$ cat config.mk
export PLATFORM = sky130hd
export DESIGN_NAME = shift_add_multiplier_flat
export DESIGN_NICKNAME = d
export VERILOG_FILES = /design/src/rtl/shift_add_multiplier_if.sv /design/src/rtl/shift_add_multiplier.sv /design/src/flat_wrapper.sv
export SDC_FILE = /design/constraint.sdc
export NUM_CORES = 1
export LEC_CHECK = 0
export CORE_MARGIN = 3
export CORE_UTILIZATION = 30
export DETAILED_ROUTE_END_ITERATION = 10
export PLACE_DENSITY = 0.52
export REMOVE_ABC_BUFFERS = 1
export SLEW_MARGIN = 30
export SYNTH_ARGS = -nofsm -noshare
export SYNTH_HDL_FRONTEND = slang
export SYNTH_SLANG_ARGS = --single-unit
$ cat constraint.sdc
create_clock -name clk -period 2.2 [get_ports clk]
set_clock_uncertainty 0.05 [all_clocks]
set_input_delay 0.33 -clock clk [delete_from_list [all_inputs] [get_ports clk]]
set_output_delay 0.33 -clock clk [all_outputs]
set_load 0.01 [all_outputs]
$ cat src/rtl/shift_add_multiplier_if.sv
// shift_add_multiplier_if: operand/start request and product/status response between control FSM and multiplier.
interface shift_add_multiplier_if #(
    parameter int WIDTH = 4
);
    logic                 start;
    logic [WIDTH-1:0]     multiplicand;
    logic [WIDTH-1:0]     multiplier;
    logic [2*WIDTH-1:0]   product;
    logic                 done;
    logic                 busy;

    modport master (
        output start, multiplicand, multiplier,
        input  product, done, busy
    );

    modport slave (
        input  start, multiplicand, multiplier,
        output product, done, busy
    );
endinterface

$ cat src/rtl/shift_add_multiplier.sv
// shift_add_multiplier: sequential unsigned shift-and-add multiplier, WIDTH run cycles per product.
module shift_add_multiplier #(
    parameter int WIDTH = 4
) (
    input  logic                 clk,
    input  logic                 reset,
    shift_add_multiplier_if.slave bus
);
    localparam int PW = 2 * WIDTH;
    localparam int CW = $clog2(WIDTH + 1);

    typedef enum logic [1:0] {IDLE, RUN, DONE} state_t;

    state_t          r_state, w_state;
    logic [PW-1:0]   r_acc, w_acc;
    logic [PW-1:0]   r_mcand, w_mcand;
    logic [WIDTH-1:0] r_mplier, w_mplier;
    logic [CW-1:0]   r_count, w_count;
    logic [PW-1:0]   r_product, w_product;
    logic            r_done, w_done;
    logic            r_busy, w_busy;
    logic [PW-1:0]   w_sum;

    assign w_sum = r_acc + (r_mplier[0] ? r_mcand : '0);

    always_ff @(posedge clk or posedge reset) begin
        if (reset) begin
            r_state   <= IDLE;
            r_acc     <= '0;
            r_mcand   <= '0;
            r_mplier  <= '0;
            r_count   <= '0;
            r_product <= '0;
            r_done    <= 1'b0;
            r_busy    <= 1'b0;
        end else begin
            r_state   <= w_state;
            r_acc     <= w_acc;
            r_mcand   <= w_mcand;
            r_mplier  <= w_mplier;
            r_count   <= w_count;
            r_product <= w_product;
            r_done    <= w_done;
            r_busy    <= w_busy;
        end
    end

    always_comb begin
        w_state   = r_state;
        w_acc     = r_acc;
        w_mcand   = r_mcand;
        w_mplier  = r_mplier;
        w_count   = r_count;
        w_product = r_product;
        w_done    = r_done;
        w_busy    = r_busy;
        case (r_state)
            IDLE: if (bus.start) begin
                w_mcand  = {{(PW-WIDTH){1'b0}}, bus.multiplicand};
                w_mplier = bus.multiplier;
                w_acc    = '0;
                w_count  = CW'(WIDTH);
                w_busy   = 1'b1;
                w_state  = RUN;
            end
            RUN: begin
                w_acc    = w_sum;
                w_mcand  = r_mcand << 1;
                w_mplier = r_mplier >> 1;
                w_count  = r_count - 1'b1;
                // last iteration publishes the sum including this cycle's partial product
                if (r_count == CW'(1)) begin
                    w_product = w_sum;
                    w_done    = 1'b1;
                    w_busy    = 1'b0;
                    w_state   = DONE;
                end
            end
            DONE: if (!bus.start) begin
                w_done  = 1'b0;
                w_state = IDLE;
            end
            default: w_state = IDLE;
        endcase
    end

    assign bus.product = r_product;
    assign bus.done    = r_done;
    assign bus.busy    = r_busy;
endmodule
$ cat src/flat_wrapper.sv
// flat-port wrapper written by rule: the top's interface ports become plain ports
module shift_add_multiplier_flat 
#(
    parameter int WIDTH = 4
)
  (clk, reset, bus_start, bus_multiplicand, bus_multiplier, bus_product, bus_done, bus_busy);
  shift_add_multiplier_if #(.WIDTH(WIDTH)) bus_i ();
  input  logic clk;
  input  logic reset;
  input wire logic [$bits(bus_i.start)-1:0] bus_start;
  input wire logic [$bits(bus_i.multiplicand)-1:0] bus_multiplicand;
  input wire logic [$bits(bus_i.multiplier)-1:0] bus_multiplier;
  output wire logic [$bits(bus_i.product)-1:0] bus_product;
  output wire logic [$bits(bus_i.done)-1:0] bus_done;
  output wire logic [$bits(bus_i.busy)-1:0] bus_busy;
  assign bus_i.start = bus_start;
  assign bus_i.multiplicand = bus_multiplicand;
  assign bus_i.multiplier = bus_multiplier;
  assign bus_product = bus_i.product;
  assign bus_done = bus_i.done;
  assign bus_busy = bus_i.busy;
  shift_add_multiplier #(.WIDTH(WIDTH)) u_core (.clk(clk), .reset(reset), .bus(bus_i));
endmodule
==> run summary, run 1 <==
Critical Path Source: u_core.r_mcand[0]$_DFFE_PP0P_
Count of final setup violators: 0
Via density per instance: 4.745
# rows: 27
Total power per unit cell area: 1245 nW/um2
Xor and xnor fraction of the mapped netlist area: 2.935%
CTS buffer count: 5
Max cap viols: 0
Number of synthesized flops with an enable pin: 0
Most area-consuming cells after synthesis: sky130_fd_sc_hd__dfrtp_1, sky130_fd_sc_hd__o21ai_0, sky130_fd_sc_hd__ha_1
Synthesized-area fraction occupied by and/or/nand/nor cells: 13.89%
Port Buffer Count: 20
Critical path data required time: 2300 ps
Most common flop cell mapped by yosys: sky130_fd_sc_hd__dfrtp_1
Period minus WS final: 2080 ps
Leakage component of the power: 0.9457 nW
DR WL/cell: 12.91 um
Slew @ Worst Pin: 528.2 ps
Cell Area, Synth: 1748 um2
Gate count after technology mapping: 176
Period utilization: 94.56%
Clock transition at path regs: 70 ps
Fraction of the mapped netlist area in adder cells: 7.588%
Starting density of the core: 31.36%
Worst-skew pair later-pin latency: 290 ps
First-pass GRT wire length: 6058 um
Gr ovfl total: 0
Number of synthesis warnings: 0
Routability congestion estimate: 0.7078
Chip Width: 82.33 um
Final number of max-transition violations: 0
Tightest Hold Check Type: input pin to async pin
Kind of start point of the critical path: register
Worst-path fanout max: 3
Total via count in the routed design: 1,300
Number of design rule violations left after detail routing: 0
Via count of the first global-routing pass: 1,312
Critical Path AT: 2180 ps
Routed wire length: 3538 um
Average cell area after synthesis: 9.931 um2
R2r startpoint: u_core.r_mcand[0]$_DFFE_PP0P_
Post-layout power: 2.684 mW
Pin count of the biggest net entering global routing: 36
Fraction of the yosys area taken by sequential cells: 50.11%
Share of Yosys cell area claimed by the top area cell type: 50.11%
Proportion of layout cells with a drive suffix above 1: 9.901%
Floorplan die area: 6778 um2
Largest family of logic cells by synthesized area: compound AO/OA/AOI/OAI gates
Largest area contributor in the synthesized netlist: sky130_fd_sc_hd__dfrtp_1
Post-DP HPWL: 2436 um
Ys async rst share: 100.0%
Slack of the worst reg-to-reg path: 120 ps
Post-DP Area: 2042 um2
Die span in y: 82.33 um
Initial antenna violation count: 0
Maximum frequency from static timing analysis: 0.4807 GHz
Proportion of synthesized area in mux cells: 2.362%
Type of the worst setup path: register to register
Total global-route track usage: 12.00%
Net total in the final layout: 222
Buffer levels on the longest clock path: 2
Outcome: finished clean
Pre-antenna DRT Iters: 4
Worst-case vdd ir drop: 0.5623 mV
DR iter-0 viols: 44
Clock tree from TritonCTS: yes
#FFs+latches synth: 35
Clock root buffer master: sky130_fd_sc_hd__clkbuf_8
Fraction of the mapped netlist area in compound gates: 19.04%
Antenna Cells: 0
Layout filler cell count: 559
Most frequent cell after synthesis: sky130_fd_sc_hd__dfrtp_1
Yosys cell types: 34
Post-route ant nets: 0
Number of top-level design ports: 21
Core area: 5574 um2
Hold Fails Final Rpt: 0
Final design instance area without fill: 2156 um2
Top post-synthesis cells by count: sky130_fd_sc_hd__dfrtp_1, sky130_fd_sc_hd__nand2_1, sky130_fd_sc_hd__o21ai_0, sky130_fd_sc_hd__inv_1
Maximum level of the CTS H-tree: 2
Worst slew slack as a fraction of its limit: 64.79%
Area delta synth->final: 23.34%
Number of clock sinks seen by CTS: 35
Element type at the critical path end: register
==> area by class of cell <==
type	count	area (um2)	area share (%)
sequential	35	875.8	40.63
multi-input combinational	124	814.5	37.78
timing repair buffer	25	237.7	11.03
clock buffer	8	100.1	4.643
tap	72	90.09	4.179
inverter	10	37.54	1.741
==> cells in the final DEF (no fill, tap or decap), types with 2 or more instances in the layout <==
cell type,instances
sky130_fd_sc_hd__nand2b_1,3
sky130_fd_sc_hd__o21a_1,3
sky130_fd_sc_hd__clkdlybuf4s50_1,20
sky130_fd_sc_hd__nor3_1,2
sky130_fd_sc_hd__clkbuf_8,7
sky130_fd_sc_hd__mux2i_1,3
sky130_fd_sc_hd__nor3b_1,2
sky130_fd_sc_hd__buf_4,5
sky130_fd_sc_hd__a21oi_1,8
sky130_fd_sc_hd__ha_1,8
sky130_fd_sc_hd__nand2_1,28
sky130_fd_sc_hd__o21ai_1,2
sky130_fd_sc_hd__and2_1,6
sky130_fd_sc_hd__nor2b_1,3
sky130_fd_sc_hd__a22oi_1,3
sky130_fd_sc_hd__o21ai_0,24
sky130_fd_sc_hd__xor2_1,3
sky130_fd_sc_hd__nor2_1,3
sky130_fd_sc_hd__dfrtp_1,35
sky130_fd_sc_hd__inv_1,10
sky130_fd_sc_hd__a22o_1,6
==> worst paths after layout <==
kind,end,cells after the start
setup / recovery,u_core.r_acc[6]$_DFFE_PP0P_,10
hold / removal,u_core.bus.product[5]$_DFFE_PP0P_,3
setup reg to reg,u_core.r_acc[6]$_DFFE_PP0P_,10
hold reg to reg,u_core.r_mplier[1]$_DFFE_PP0P_,2
max in group asynchronous,u_core.r_mcand[3]$_DFFE_PP0P_,3
min in group clk,u_core.r_mplier[1]$_DFFE_PP0P_,2
==> critical path, stage by stage, from the launching register on <==
cell	delay [ps]
sky130_fd_sc_hd__dfrtp_1	400
sky130_fd_sc_hd__and2_1	170
sky130_fd_sc_hd__ha_2	180
sky130_fd_sc_hd__inv_1	70
sky130_fd_sc_hd__fa_2	230
sky130_fd_sc_hd__nor2b_4	50
sky130_fd_sc_hd__o21ai_2	140
sky130_fd_sc_hd__a21oi_2	80
sky130_fd_sc_hd__o21a_1	180
sky130_fd_sc_hd__nor3_1	290
sky130_fd_sc_hd__o31ai_1	120
==> flip-flops by register name (all words and copies together) (netlist names) <==
register / cells
u_core.r_mplier: 4
u_core.bus.product: 8
u_core.r_acc: 8
u_core.r_state: 2
u_core.r_count: 3
u_core.r_mcand: 8
u_core.bus.done: 1
u_core.bus.busy: 1
==> kinds of logic after synthesis <==
logic type,Yosys count
AND/OR/NAND/NOR,50
flip-flops,35
AO/OA/AOI/OAI,55
adder cells (fa/ha/maj),10
multiplexers,4
buffers and inverters,17
XOR/XNOR,5
==> per-stage QoR <==
stage / hold WS, ps / utilization (%) / setup slack [ps] / instances / setup TNS (ps)
detailed placement: 421.0 / 36.63 / 13.21 / 266 / 0
CTS: 411.4 / 38.43 / 9.272 / 274 / 0
global route: 452.6 / 38.68 / -6.573 / 274 / -8.444
floorplan: 399.8 / - / 160.5 / 169 / 0
global placement: 412.7 / 36.63 / 104.7 / 266 / 0
finish: 398.7 / 38.68 / 119.7 / 274 / 0
==> layer usage <==
layer	wire, um	vias up	global-route usage [%]
li1	-	657	-
met1	1677	611	15.53
met2	1679	25	18.59
met3	120	7	2.603
met4	60	0	6.478
met5	0	-	0
==> report_power, final <==
| part | total [mW] | switching (mW) | internal (mW) |
|---|---|---|---|
| logic | 1.08 | 0.562 | 0.520 |
| clock network | 0.515 | 0.229 | 0.286 |
| registers | 1.09 | 0.185 | 0.902 |
| total | 2.68 | 0.976 | 1.71 |
==> what timing repair did <==
item                                    CTS  global route
gates resized for setup                   0             4
hold buffers                              0             0
endpoints found under the setup margin    0             2
buffers inserted                          0             0
Power figures use the tool's default switching activity.
==> run 2: changes to the inputs <==
--- a/config.mk
+++ b/config.mk
@@ -7,9 +7,11 @@
 export LEC_CHECK = 0
 export CORE_MARGIN = 3
 export CORE_UTILIZATION = 30
+export CTS_CLUSTER_DIAMETER = 40
 export DETAILED_ROUTE_END_ITERATION = 10
 export PLACE_DENSITY = 0.52
 export REMOVE_ABC_BUFFERS = 1
+export SETUP_SLACK_MARGIN = 0.5
 export SLEW_MARGIN = 30
 export SYNTH_ARGS = -nofsm -noshare
 export SYNTH_HDL_FRONTEND = slang
==> run summary, run 2 (synthesis gave the netlist of run 1 again) <==
Leakage component of the power: 0.9922 nW
Most frequent standard cell in the layout excluding fill and tap cells: sky130_fd_sc_hd__dfrtp_1
Via density per instance: 4.710
Die span in y: 82.33 um
Number of clock sinks seen by CTS: 35
# rows: 27
Floorplan die area: 6778 um2
DR iter-0 viols: 40
Clock root buffer master: sky130_fd_sc_hd__clkbuf_8
Maximum level of the CTS H-tree: 2
Critical-path cell list: and2_1 -> ha_1 -> nor2b_4 -> o21ai_2 -> a21oi_2 -> o21a_1 -> o21a_1 -> o31ai_1
Outcome: finished clean
Clock transition at path regs: 70 ps
Starting density of the core: 31.36%
Post-layout power: 2.834 mW
Cell depth of the worst flop-to-flop path: 8
Critical path data required time: 2340 ps
Max stage delay on crit path: 400 ps
Total power per unit cell area: 1226 nW/um2
Element type at the critical path end: register
Worst-case vdd ir drop: 0.5759 mV
Proportion of layout cells with a drive suffix above 1: 19.43%
Proportion of total power due to net switching: 36.20%
Total via count in the routed design: 1,333
Pin count of the biggest net entering global routing: 36
Initial antenna violation count: 0
Non-filler cells in the finished layout: 283
Post-DP Area: 2042 um2
Kind of start point of the critical path: register
Chip Width: 82.33 um
Buffers plus inverters on the worst setup path: 0
Slowest cell on crit path: sky130_fd_sc_hd__dfrtp_1
Buffer levels on the longest clock path: 2
Pre-antenna DRT Iters: 4
Worst-path fanout max: 4
Post-route ant nets: 0
Net total in the final layout: 231
Worst hold slack: 393.8 ps
Placed Cells incl. Taps: 266
Design internal power: 1.808 mW
Routability congestion estimate: 0.7078
Number of top-level design ports: 21
Worst-skew pair later-pin latency: 290 ps
Combinational Power Share: 43.0%
Clock tree from TritonCTS: yes
Gr ovfl total: 0
Most used cells in the layout excluding fill and tap cells: sky130_fd_sc_hd__dfrtp_1, sky130_fd_sc_hd__nand2_1, sky130_fd_sc_hd__o21ai_0, sky130_fd_sc_hd__clkdlybuf4s50_1, sky130_fd_sc_hd__buf_4
Period utilization: 93.79%
Setup repair after global routing missed its margin: yes
Via count of the first global-routing pass: 1,352
Number of design rule violations left after detail routing: 0
Cts-stage hold buffer count: 0
CTS buffer count: 5
Critical Path AT: 2210 ps
Count of final setup violators: 0
Reg power frac: 38.7%
Worst slew slack as a fraction of its limit: 62.50%
Crit path max-delay family: compound AO/OA/AOI/OAI gates
Total stage count of the critical path: 8
Final Core Density: 41.46%
Tightest Hold Check Type: input pin to async pin
Antenna Cells: 0
Net Sw Power: 1.026 mW
Slew @ Worst Pin: 562.4 ps
First-pass GRT wire length: 6299 um
DR WL/cell: 12.97 um
Part of the power in the clock network: 18.3%
Post-DP HPWL: 2436 um
Worst setup slack after placement: 13.21 ps
Maximum frequency from static timing analysis: 0.4846 GHz
Max cap viols: 0
Final number of max-transition violations: 0
Total global-route track usage: 12.43%
Port Buffer Count: 20
Period minus WS final: 2063 ps
Area delta synth->final: 32.21%
Summed negative setup slack over all endpoints: 0 ps
Type of the worst setup path: register to register
Hold Fails Final Rpt: 0
Final Worst Setup Slack: 136.6 ps
Final design instance area without fill: 2311 um2
Cell repeated most along the worst path: sky130_fd_sc_hd__o21a_1
Core area: 5574 um2
Routed wire length: 3670 um
-- run 2: what timing repair did --
action | CTS | global route
endpoints found under the setup margin | 10 | 12
pin swaps | 12 | 20
buffers inserted | 5 | 4
resized for setup | 15 | 8
-- run 2: path summary, 6_finish.rpt --
| kind | startpoint | end | slack [ps] |
|---|---|---|---|
| setup / recovery | u_core.r_mcand[2]$_DFFE_PP0P_ | u_core.r_acc[6]$_DFFE_PP0P_ | 140 |
| hold / removal | reset | u_core.bus.product[5]$_DFFE_PP0P_ | 390 |
| setup reg to reg | u_core.r_mcand[2]$_DFFE_PP0P_ | u_core.r_acc[6]$_DFFE_PP0P_ | 140 |
| hold reg to reg | u_core.r_mplier[1]$_DFFE_PP0P_ | u_core.r_mplier[1]$_DFFE_PP0P_ | 430 |
| max in group asynchronous | reset | u_core.r_mcand[3]$_DFFE_PP0P_ | 1390 |
| min in group clk | u_core.r_mplier[1]$_DFFE_PP0P_ | u_core.r_mplier[1]$_DFFE_PP0P_ | 430 |
-- run 2: power groups by stage --
stage,Combinational (mW),Clock [mW],Sequential [mW]
floorplan,0.641,0,1.10
global placement,1.08,0,1.10
detailed placement,1.09,0,1.11
CTS,1.19,0.537,1.10
global route,1.37,0.562,1.14
finish,1.22,0.519,1.10
-- run 2: layout make-up --
class	instances	area (um2)
timing repair buffer	34	316.6
tap	72	90.09
sequential	35	875.8
fill	544	3263
inverter	10	37.54
clock buffer	8	100.1
multi-input combinational	124	890.9
-- run 2: tightest hold or removal path, cell delays in order --
cell                              delay, ps
sky130_fd_sc_hd__clkdlybuf4s50_1        400
sky130_fd_sc_hd__inv_1                   50
sky130_fd_sc_hd__buf_4                  390
-- run 2: routing by layer --
metal	wire, um	up-vias	global-route usage (%)	part of all wire (%)
li1	-	671	-	-
met1	1779	636	15.95	48
met2	1705	18	19.63	46
met3	98	8	2.603	2.7
met4	86	0	6.478	2.3
met5	0	-	0	0
